## src/rtl/a2d_sched.sv

```systemverilog
// a2d_sched: round-robin scheduler sharing one SPI A2D master across four analog channels.
module a2d_sched #(
  parameter int TIMEOUT = 2048
) (
  input  logic        clk,
  input  logic        rst_n,
  input  logic        nxt,
  input  logic        done,
  input  logic [15:0] rd_data,
  output logic        wrt,
  output logic [15:0] cmd,
  output logic [11:0] lft_ld,
  output logic [11:0] rght_ld,
  output logic [11:0] steer_pot,
  output logic [11:0] batt,
  output logic        cnv_cmplt,
  output logic        rnd_cmplt,
  output logic        err
);
  localparam int CW = $clog2(TIMEOUT);
  localparam logic [2:0] IDLE    = 3'd0;
  localparam logic [2:0] SEND_CH = 3'd1;
  localparam logic [2:0] WAIT_CH = 3'd2;
  localparam logic [2:0] SEND_RD = 3'd3;
  localparam logic [2:0] WAIT_RD = 3'd4;

  logic [2:0]    r_state;
  logic [1:0]    r_idx;
  logic [CW-1:0] r_cnt;
  logic [15:0]   r_cmd;
  logic [11:0]   r_lft, r_rght, r_steer, r_batt;
  logic          r_wrt, r_cnv, r_rnd, r_err;
  logic [2:0]    w_ch;
  logic          w_to;

  // idx 0 is channel 0; idx 1..3 map onto channels 4..6
  always_comb begin
    w_ch = (r_idx == 2'd0) ? 3'd0 : {1'b1, 2'(r_idx - 2'd1)};
    w_to = (r_cnt == CW'(TIMEOUT - 1));
  end

  always_ff @(posedge clk) begin
    if (!rst_n) begin
      r_state <= IDLE;
      r_idx   <= 2'd0;
      r_cnt   <= '0;
      r_cmd   <= 16'h0000;
      r_lft   <= 12'h000;
      r_rght  <= 12'h000;
      r_steer <= 12'h000;
      r_batt  <= 12'h000;
      r_wrt   <= 1'b0;
      r_cnv   <= 1'b0;
      r_rnd   <= 1'b0;
      r_err   <= 1'b0;
    end else begin
      r_wrt <= 1'b0;
      r_cnv <= 1'b0;
      r_rnd <= 1'b0;
      case (r_state)
        IDLE: if (nxt) begin
          r_cmd   <= {2'b00, w_ch, 11'h000};
          r_wrt   <= 1'b1;
          r_state <= SEND_CH;
        end
        SEND_CH: begin
          r_cnt   <= '0;
          r_state <= WAIT_CH;
        end
        WAIT_CH: if (done) begin
          r_wrt   <= 1'b1;
          r_state <= SEND_RD;
        end else if (w_to) begin
          r_err   <= 1'b1;
          r_state <= IDLE;
        end else r_cnt <= r_cnt + 1'b1;
        SEND_RD: begin
          r_cnt   <= '0;
          r_state <= WAIT_RD;
        end
        WAIT_RD: if (done) begin
          if (r_idx == 2'd0) r_lft <= rd_data[11:0];
          if (r_idx == 2'd1) r_rght <= rd_data[11:0];
          if (r_idx == 2'd2) r_steer <= rd_data[11:0];
          if (r_idx == 2'd3) r_batt <= rd_data[11:0];
          r_cnv   <= 1'b1;
          r_rnd   <= (r_idx == 2'd3);
          r_idx   <= r_idx + 2'd1;
          r_state <= IDLE;
        end else if (w_to) begin
          r_err   <= 1'b1;
          r_state <= IDLE;
        end else r_cnt <= r_cnt + 1'b1;
        default: r_state <= IDLE;
      endcase
    end
  end

  assign wrt       = r_wrt;
  assign cmd       = r_cmd;
  assign lft_ld    = r_lft;
  assign rght_ld   = r_rght;
  assign steer_pot = r_steer;
  assign batt      = r_batt;
  assign cnv_cmplt = r_cnv;
  assign rnd_cmplt = r_rnd;
  assign err       = r_err;
endmodule

```

## config.mk

```make
export PLATFORM = sky130hd
export DESIGN_NAME = a2d_sched
export DESIGN_NICKNAME = d
export VERILOG_FILES = /design/src/rtl/a2d_sched.sv
export SDC_FILE = /design/constraint.sdc
export NUM_CORES = 1
export LEC_CHECK = 0
export ABC_AREA = 1
export CAP_MARGIN = 20
export CORE_ASPECT_RATIO = 0.6
export CORE_UTILIZATION = 47
export CTS_CLUSTER_DIAMETER = 200
export DETAILED_ROUTE_END_ITERATION = 8
export PLACE_DENSITY = 0.89
export SYNTH_ARGS = -nofsm -noshare
export SYNTH_HDL_FRONTEND = slang
export SYNTH_SLANG_ARGS = --single-unit
```

## constraint.sdc

```tcl
create_clock -name clk -period 2 [get_ports clk]
set_clock_uncertainty 0.05 [all_clocks]
set_input_delay 0.6 -clock clk [delete_from_list [all_inputs] [get_ports clk]]
set_output_delay 0.6 -clock clk [all_outputs]
set_load 0.05 [all_outputs]
```

==> reports/qor.log, run 1 <==
INFO  status         result_of_the_run=completed
INFO  final_layout   post_route_cells_drive_above_1_share=0.2056
INFO  setup_path     critPathLaunchType=flop
INFO  global_route   grt_util_all_layers=0.2459
INFO  clock_network  clkTransAtPathRegs=0.06ns
INFO  setup_path     setup.reg_to_reg.worst_slack=0.21ns
INFO  flow_run       max_cap_violations=0
INFO  floorplanning  placementRows=21
INFO  global_route   grt_first_pass_wirelength=12.61mm
INFO  power          fraction_of_power_spent_switching_nets=0.2527
INFO  sta            max_clock_freq=559.4MHz
INFO  power          power_density=688.4mW/mm^2
INFO  power          power_report.internal_total=1949uW
INFO  power          switchingPower=659.2uW
INFO  logic_synthesis synth_xor_area_frac=0.002951
INFO  logic_synthesis syn_avg_cell_area=7.749squm
INFO  clock_network  clockBufferDepth=2
INFO  setup_path     cp-endpoint=r_cnt[4]
INFO  clock_network  cts_buffers=9
INFO  global_route   met1_usage=0.3487
INFO  route          avgRoutedWirePerCell=14.83um
INFO  logic_synthesis synth.top_cell.area_share=0.4789
INFO  setup_path     crit_chain=ha_1 > nand2_1 > nor2_4 > nand3_2 > nand3_4 > nand2_4 > a21oi_1 > nor2_1
INFO  sta            timing.setup.tns=0ns
INFO  floorplanning  coreArea=0.005833sqmm
INFO  setup_path     crit_fanout=14
INFO  setup_path     worstSetupStartpoint=r_cnt[0]
INFO  setup_path     arrival=1.97ns
INFO  clock_network  cts.htree.levels=3
INFO  clock_network  clock-root-buffer=sky130_fd_sc_hd__clkbuf_8
INFO  logic_synthesis synth_simple_gate_area_share=0.2761
INFO  final_layout   insertedDiodeCount=0
INFO  power          seq_power_share=0.550
INFO  power          share_clk_of_total_power=0.358
INFO  hold_path      worst_hold_path_type=reg2reg
INFO  power          max-vdd-ir-drop=0.5888mV
INFO  setup_path     ff2ff_path_depth=8
INFO  sta            finalMaxSlewViolations=0
INFO  logic_synthesis synth_seq_cells=71
INFO  power          total_leakage_power=0.001458uW
INFO  global_route   grt_antenna_before_repair=0
INFO  sta            grt_setup_unrepaired=no
INFO  route          drtAntennaViolNets=0
INFO  final_layout   layout.filler_cells=501
INFO  sta            fin_crit=1.788ns
INFO  clock_network  worstSkewPairLatency=0.34ns
INFO  sta            fin_crit_sh=0.8938
INFO  global_route   met2_usage=0.3560
INFO  clock_network  cts_repair_resize_count=0
INFO  route          routed-via-count=2891
INFO  setup_path     max_stage_delay=0.41ns
INFO  sta            worst_slew_pin_slew=0.5214ns
INFO  setup_path     crit-reg2reg-capture=r_cnt[4]
INFO  logic_synthesis post_synth_fa_ha_maj_area_fraction=0.02530
INFO  logic_synthesis synthesis.instances=383
INFO  final_layout   final_nets=486
INFO  clock_network  clock_sink_count=71
INFO  route          route.final.wire_length=8.037mm
INFO  power          p_comb_frac=0.093
INFO  sta            final-hold-violation-count=0
INFO  setup_path     setup.worst_path.end_class=flop
INFO  floorplanning  floorplan.die_area=0.006646sqmm
INFO  route          drt_first_pass_iters=5
INFO  logic_synthesis synth.area.mux_share=0
INFO  floorplanning  dieHeight=63.55um
INFO  final_layout   post-route-util=0.6495
INFO  global_route   grt_start_max_net_pins=58
INFO  clock_network  cts_hold_buf=0
INFO  final_layout   area.growth.synth_to_final=27.66%
INFO  logic_synthesis netlist_top_cells_area=sky130_fd_sc_hd__dfxtp_1 (48%), sky130_fd_sc_hd__nand3_1 (11%), sky130_fd_sc_hd__a21oi_1 (11%)
INFO  logic_synthesis yosysTopAreaCell=sky130_fd_sc_hd__dfxtp_1
INFO  sta            slew_headroom=0.6524
INFO  global_route   grt_most_used_layer=met2
INFO  logic_synthesis yosysWarnings=0
INFO  placement      dp_hpwl=5.793mm
INFO  setup_path     start_to_end_type_of_the_worst_setup_path=reg2reg
INFO  route          vias_per_cell=5.334
INFO  logic_synthesis synth_top_family_by_area=simple AND/OR/NAND/NOR gates
INFO  setup_path     r2r_start=r_cnt[0]
INFO  floorplanning  initial_core_util=0.5088
INFO  route          first_iter_violations=264
INFO  route          drc=0
INFO  logic_synthesis yosys.cell_types.count=27
INFO  global_route   via_count_of_the_first_global_routing_pass=2501
INFO  placement      finalWeightedCongestion=0.8933
INFO  clock_network  cts_setup_buffers=0
INFO  global_route   global_route.usage.met3=0.07246
INFO  sta            finalSetupViolCount=0
INFO  logic_synthesis syn_area=0.002968sqmm
INFO  setup_path     worst_path_max_delay_cell=sky130_fd_sc_hd__dfxtp_1
INFO  hold_path      source_of_the_worst_hold_timing_path=cmd[11]
INFO  floorplanning  chipWidth=104.6um
INFO  logic_synthesis synth_compound_gate_area_share=0.1269
INFO  floorplanning  ios=88
INFO  global_route   global_route.overflow_total=0
INFO  setup_path     worst-endpoint-required=2.18ns
INFO  clock_network  tritoncts=yes
INFO  logic_synthesis yosysSeqAreaShare=0.4789
INFO  placement      io_buffers=70
## sequential cells by signal, indices dropped and copies added (netlist names)
signal     flops
rnd_cmplt      1
steer_pot     12
batt          12
err            1
wrt            1
r_idx          2
cnv_cmplt      1
r_state        3
rght_ld       12
cmd            3
lft_ld        12
r_cnt         11
## stage by stage
step           std cells  instance area (sq um)  hold WS, ns  power, uW  setup WS (ns)
5_1_grt              542                   3789       0.4353       2728        0.04150
6_report             542                   3789       0.4096       2608         0.2124
4_1_cts              542                   3789       0.4096       2622         0.2354
2_1_floorplan        395                   3013       0.3836       1635         0.4507
3_3_place_gp         529                   3637       0.3960       1700       -0.01910
3_5_place_dp         529                   3637       0.3932       1703       -0.05291
## critical path: cells and delay by family (launching register included)
kind	cells	cell delay (ns)
simple gates	6	0.81
fa+ha+maj	1	0.23
compound gates	1	0.19
flops	1	0.41
## power by group through the flow
stage               Clock, uW  Sequential [uW]  Combinational [uW]
floorplan                   0             1490                 149
global placement            0             1460                 235
detailed placement          0             1470                 238
CTS                       950             1430                 239
global route             1040             1430                 256
finish                    933             1430                 242
## worst min path at each step
stage	slack, ns	cells after the start	to
floorplan	0.38	2	r_cnt[10]
global placement	0.40	2	cmd[12]
detailed placement	0.39	2	cmd[12]
CTS	0.41	2	cmd[12]
global route	0.44	2	lft_ld[1]
finish	0.41	2	cmd[11]
## cells by family (layout without fill, tap and decap cells)
logic type	Yosys count	in the layout
AO/OA/AOI/OAI	74	74
XOR/XNOR	1	1
adder cells (fa/ha/maj)	6	6
buffers and inverters	52	119
flip-flops	71	71
other	1	13
AND/OR/NAND/NOR	178	178
## layout by cell type, fill, tap and decap left out, types with 3 or more instances in the layout
cell type	count
sky130_fd_sc_hd__a21oi_1	67
sky130_fd_sc_hd__buf_4	70
sky130_fd_sc_hd__clkbuf_8	10
sky130_fd_sc_hd__clkdlybuf4s50_1	15
sky130_fd_sc_hd__conb_1	13
sky130_fd_sc_hd__dfxtp_1	71
sky130_fd_sc_hd__ha_1	6
sky130_fd_sc_hd__inv_1	17
sky130_fd_sc_hd__nand2_1	75
sky130_fd_sc_hd__nand3_1	68
sky130_fd_sc_hd__nand4_1	3
sky130_fd_sc_hd__nor2_1	19
sky130_fd_sc_hd__nor3_1	3
sky130_fd_sc_hd__o21ai_0	5
## cell usage after synthesis
library cell               number
sky130_fd_sc_hd__ha_1           6
sky130_fd_sc_hd__inv_1         17
sky130_fd_sc_hd__nor2_1        19
sky130_fd_sc_hd__inv_2          1
sky130_fd_sc_hd__nand3_1       68
sky130_fd_sc_hd__o21ai_0        5
sky130_fd_sc_hd__o21a_1         1
sky130_fd_sc_hd__nor2_2         2
sky130_fd_sc_hd__nand3_4        1
sky130_fd_sc_hd__nor3_1         3
sky130_fd_sc_hd__a32oi_1        1
sky130_fd_sc_hd__nand4_1        3
sky130_fd_sc_hd__a21oi_1       67
sky130_fd_sc_hd__nor2_4         2
sky130_fd_sc_hd__xor2_1         1
sky130_fd_sc_hd__clkinv_1       1
sky130_fd_sc_hd__buf_6          1
sky130_fd_sc_hd__dfxtp_1       71
sky130_fd_sc_hd__nand3_2        1
sky130_fd_sc_hd__buf_2          9
sky130_fd_sc_hd__clkbuf_1      10
sky130_fd_sc_hd__nand2_2        2
sky130_fd_sc_hd__or2_2          1
sky130_fd_sc_hd__conb_1         1
sky130_fd_sc_hd__buf_4         13
sky130_fd_sc_hd__nand2_1       75
sky130_fd_sc_hd__nand2_4        1
## final cells by class
cell class / count / area, sq um / share of cell area
repair buffers: 87 / 715.7 / 0.1889
clock buffers: 11 / 141.4 / 0.03732
multi-input cells: 272 / 1329 / 0.3507
well taps: 80 / 100.1 / 0.02642
clock inverters: 2 / 10.01 / 0.002642
inverters: 19 / 71.32 / 0.01882
flip-flops and latches: 71 / 1421 / 0.3752
## per-layer routing
layer	vias to the layer above	part of all wire
met5	-	0
met2	137	0.44
met3	10	0.087
li1	1406	-
met1	1338	0.46
met4	0	0.013
Power figures use the tool's default switching activity.
==> run 2: changes to the inputs <==
--- a/config.mk
+++ b/config.mk
@@ -11,6 +11,7 @@
 export CORE_UTILIZATION = 47
 export CTS_CLUSTER_DIAMETER = 200
 export DETAILED_ROUTE_END_ITERATION = 8
+export HOLD_SLACK_MARGIN = 0.15
 export PLACE_DENSITY = 0.89
 export SYNTH_ARGS = -nofsm -noshare
 export SYNTH_HDL_FRONTEND = slang
==> results of run 2 <==
Same layout as run 1: the final DEF is identical, and so are final timing and power.
==> run 3: changes to the inputs <==
--- a/config.mk
+++ b/config.mk
@@ -8,11 +8,12 @@
 export ABC_AREA = 1
 export CAP_MARGIN = 20
 export CORE_ASPECT_RATIO = 0.6
-export CORE_UTILIZATION = 47
+export CORE_UTILIZATION = 49
+export CTS_BUF_LIST = sky130_fd_sc_hd__clkbuf_2
 export CTS_CLUSTER_DIAMETER = 200
 export DETAILED_ROUTE_END_ITERATION = 8
 export HOLD_SLACK_MARGIN = 0.15
-export PLACE_DENSITY = 0.89
+export PLACE_DENSITY = 0.92
 export SYNTH_ARGS = -nofsm -noshare
 export SYNTH_HDL_FRONTEND = slang
 export SYNTH_SLANG_ARGS = --single-unit
==> run 3 against run 2 <==
Via count increased by 1.1%. Sequential power barely moved. Core utilization increased by 0.86 points. Routed wire length is essentially flat. Fmax shrank 1.6%. Critical path depth shrank 7. Total power about the same. Combinational power about the same. Die area shrank 4.0%. Global-route usage increased by 1.8 points. Register-to-register slack better by 0.04 ns. Critical path type is now reg2out. Critical endpoint is now cmd[13]. Largest cell class unchanged. Largest power group unchanged.
==> reports/qor.log, run 3 (same netlist as run 1, synthesis figures left out) <==
INFO  clock_network  cts_setup_buffers=0 [unchanged]
INFO  sta            timing.setup.tns=0ns [unchanged]
INFO  clock_network  worstSkewPairLatency=0.53ns [was 0.34 ns]
INFO  route          drc=0 [unchanged]
INFO  clock_network  clkTransAtPathRegs=0.20ns [was 0.06 ns]
INFO  sta            finalSetupViolCount=0 [unchanged]
INFO  final_layout   area.growth.synth_to_final=26.43% [was 27.66%]
INFO  clock_network  cts.htree.levels=3 [unchanged]
INFO  setup_path     critPathLaunchType=flop [unchanged]
INFO  sta            worst_slew_pin_slew=0.5118ns [was 0.5214 ns]
INFO  setup_path     crit_buf_inv=1 [was 0]
INFO  global_route   global_route.overflow_total=0 [unchanged]
INFO  setup_path     worst-endpoint-required=1.35ns [was 2.18 ns]
INFO  setup_path     cpLargestDelayFamily=flip-flops [was simple AND/OR/NAND/NOR gates]
INFO  floorplanning  coreArea=0.005702sqmm [was 0.005833 sq mm]
INFO  power          max-vdd-ir-drop=0.4546mV [was 0.5888 mV]
INFO  sta            final-hold-violation-count=0 [unchanged]
INFO  clock_network  cts_buffers=9 [unchanged]
INFO  global_route   grt_first_pass_wirelength=12.79mm [was 12.61 mm]
INFO  floorplanning  chipWidth=102.5um [was 104.6 um]
INFO  route          avgRoutedWirePerCell=14.79um [was 14.83 um]
INFO  setup_path     max_stage_delay=0.41ns [about the same]
INFO  floorplanning  ios=88 [unchanged]
INFO  setup_path     ff2ff_path_depth=9 [was 8]
INFO  setup_path     arrival=1.17ns [was 1.97 ns]
INFO  setup_path     setup.worst_path.end_class=output port [was flop]
INFO  global_route   grt_antenna_before_repair=0 [unchanged]
INFO  route          route.final.wire_length=8.044mm [was 8.037 mm]
INFO  setup_path     crit_chain=buf_4 [was ha_1 > nand2_1 > nor2_4 > nand3_2 > nand3_4 > nand2_4 > a21oi_1 > nor2_1]
INFO  global_route   grt_start_max_net_pins=58 [unchanged]
INFO  clock_network  clock-root-buffer=sky130_fd_sc_hd__clkbuf_2 [was sky130_fd_sc_hd__clkbuf_8]
INFO  power          total_leakage_power=0.001448uW [was 0.001458 uW]
INFO  flow_run       max_cap_violations=0 [unchanged]
INFO  route          routed-via-count=2923 [was 2891]
INFO  sta            max_clock_freq=550.7MHz [was 559.4 MHz]
INFO  setup_path     setup.reg_to_reg.worst_slack=0.25ns [was 0.21 ns]
INFO  route          vias_per_cell=5.373 [was 5.334]
INFO  power          power_density=694.6mW/mm^2 [was 688.4 mW/mm^2]
INFO  route          first_iter_violations=259 [was 264]
INFO  floorplanning  placementRows=21 [unchanged]
INFO  setup_path     r2r_start=r_cnt[0] [unchanged]
INFO  hold_path      worst_hold_path_type=reg2reg [unchanged]
INFO  clock_network  cts_hold_buf=0 [unchanged]
INFO  route          drt_first_pass_iters=5 [unchanged]
INFO  final_layout   layout.filler_cells=470 [was 501]
INFO  setup_path     start_to_end_type_of_the_worst_setup_path=reg2out [was reg2reg]
INFO  floorplanning  dieHeight=62.29um [was 63.55 um]
INFO  clock_network  cts_repair_resize_count=0 [unchanged]
INFO  sta            slew_headroom=0.6588 [was 0.6524]
INFO  sta            fin_crit=1.816ns [was 1.788 ns]
INFO  route          drtAntennaViolNets=0 [unchanged]
INFO  sta            fin_crit_sh=0.9080 [was 0.8938]
INFO  final_layout   most-common-layout-cells=sky130_fd_sc_hd__nand2_1 (75), sky130_fd_sc_hd__dfxtp_1 (71), sky130_fd_sc_hd__buf_4 (70) [unchanged]
INFO  clock_network  tritoncts=yes [unchanged]
INFO  clock_network  clockBufferDepth=2 [unchanged]
INFO  placement      io_buffers=70 [unchanged]
INFO  floorplanning  initial_core_util=0.5205 [was 0.5088]
INFO  power          fin_total_pwr=2606uW [was 2608 uW]
INFO  status         result_of_the_run=completed [unchanged]
INFO  placement      dp_hpwl=5.699mm [was 5.793 mm]
INFO  final_layout   insertedDiodeCount=0 [unchanged]
INFO  hold_path      source_of_the_worst_hold_timing_path=cmd[11] [unchanged]
INFO  sta            grt_setup_unrepaired=no [unchanged]
INFO  final_layout   mostFrequentLayoutCell=sky130_fd_sc_hd__nand2_1 [unchanged]
INFO  hold_path      min_delay_path_depth=2 [unchanged]
INFO  placement      finalWeightedCongestion=0.9380 [was 0.8933]
INFO  setup_path     worstSetupStartpoint=cmd[13] [was r_cnt[0]]
INFO  final_layout   final_nets=485 [was 486]
INFO  global_route   via_count_of_the_first_global_routing_pass=2566 [was 2501]
INFO  global_route   grt_util_all_layers=0.2641 [was 0.2459]
INFO  setup_path     worst_path_max_delay_cell=sky130_fd_sc_hd__dfxtp_1 [unchanged]
INFO  final_layout   post_route_cells_drive_above_1_share=0.2091 [was 0.2056]
INFO  setup_path     timing.critical_path.depth=1 [was 8]
INFO  sta            finalMaxSlewViolations=0 [unchanged]
INFO  floorplanning  floorplan.die_area=0.006382sqmm [was 0.006646 sq mm]
INFO  setup_path     crit_fanout=2 [was 14]
INFO  clock_network  clock_sink_count=71 [unchanged]
-- run 3: cell count changes in the layout (fill, tap and decap cells not counted), sizes merged --
cell      change
clkinv        +1
buf           -1
bufinv        +2
clkinvlp      +1
clkbuf        -1
-- run 3: cell type report --
| class | count | area, sq um | area share |
|---|---|---|---|
| sequential | 71 | 1421 | 0.3788 |
| multi-input combinational | 272 | 1329 | 0.3541 |
| timing repair buffer | 86 | 695.7 | 0.1854 |
| tap | 80 | 100.1 | 0.02668 |
| clock inverter | 6 | 85.08 | 0.02267 |
| inverter | 19 | 71.32 | 0.01901 |
| clock buffer | 10 | 50.05 | 0.01334 |
-- run 3: stage by stage --
stage	area, sq um	worst slack [ns]	hold WS [ns]	instances	util
6_report	3752	0.1840	0.4183	544	0.6581
2_1_floorplan	3013	0.4507	0.3836	395	-
5_1_grt	3752	0.08019	0.4365	544	0.6581
3_5_place_dp	3617	-0.06583	0.3903	528	0.6344
3_3_place_gp	3617	-0.003767	0.3918	528	0.6344
4_1_cts	3752	0.1593	0.4208	544	0.6581
-- run 3: metal layers --
layer / part of all wire / global-route usage / wire [um] / vias up
met5: 0 / 0 / 0 / -
met3: 0.089 / 0.09234 / 715 / 21
met1: 0.45 / 0.3668 / 3592 / 1366
met2: 0.45 / 0.3775 / 3582 / 130
li1: - / - / - / 1406
met4: 0.019 / 0.09107 / 153 / 0
-- run 3: worst paths after layout --
check	to
max	cmd[13]
min	cmd[11]
max reg2reg	r_cnt[5]
min reg2reg	cmd[11]
-- run 3: power breakdown --
part | internal [uW] | switching [uW] | total, uW
registers | 1430 | 8.69 | 1440
clock network | 414 | 515 | 930
logic | 65.0 | 175 | 240
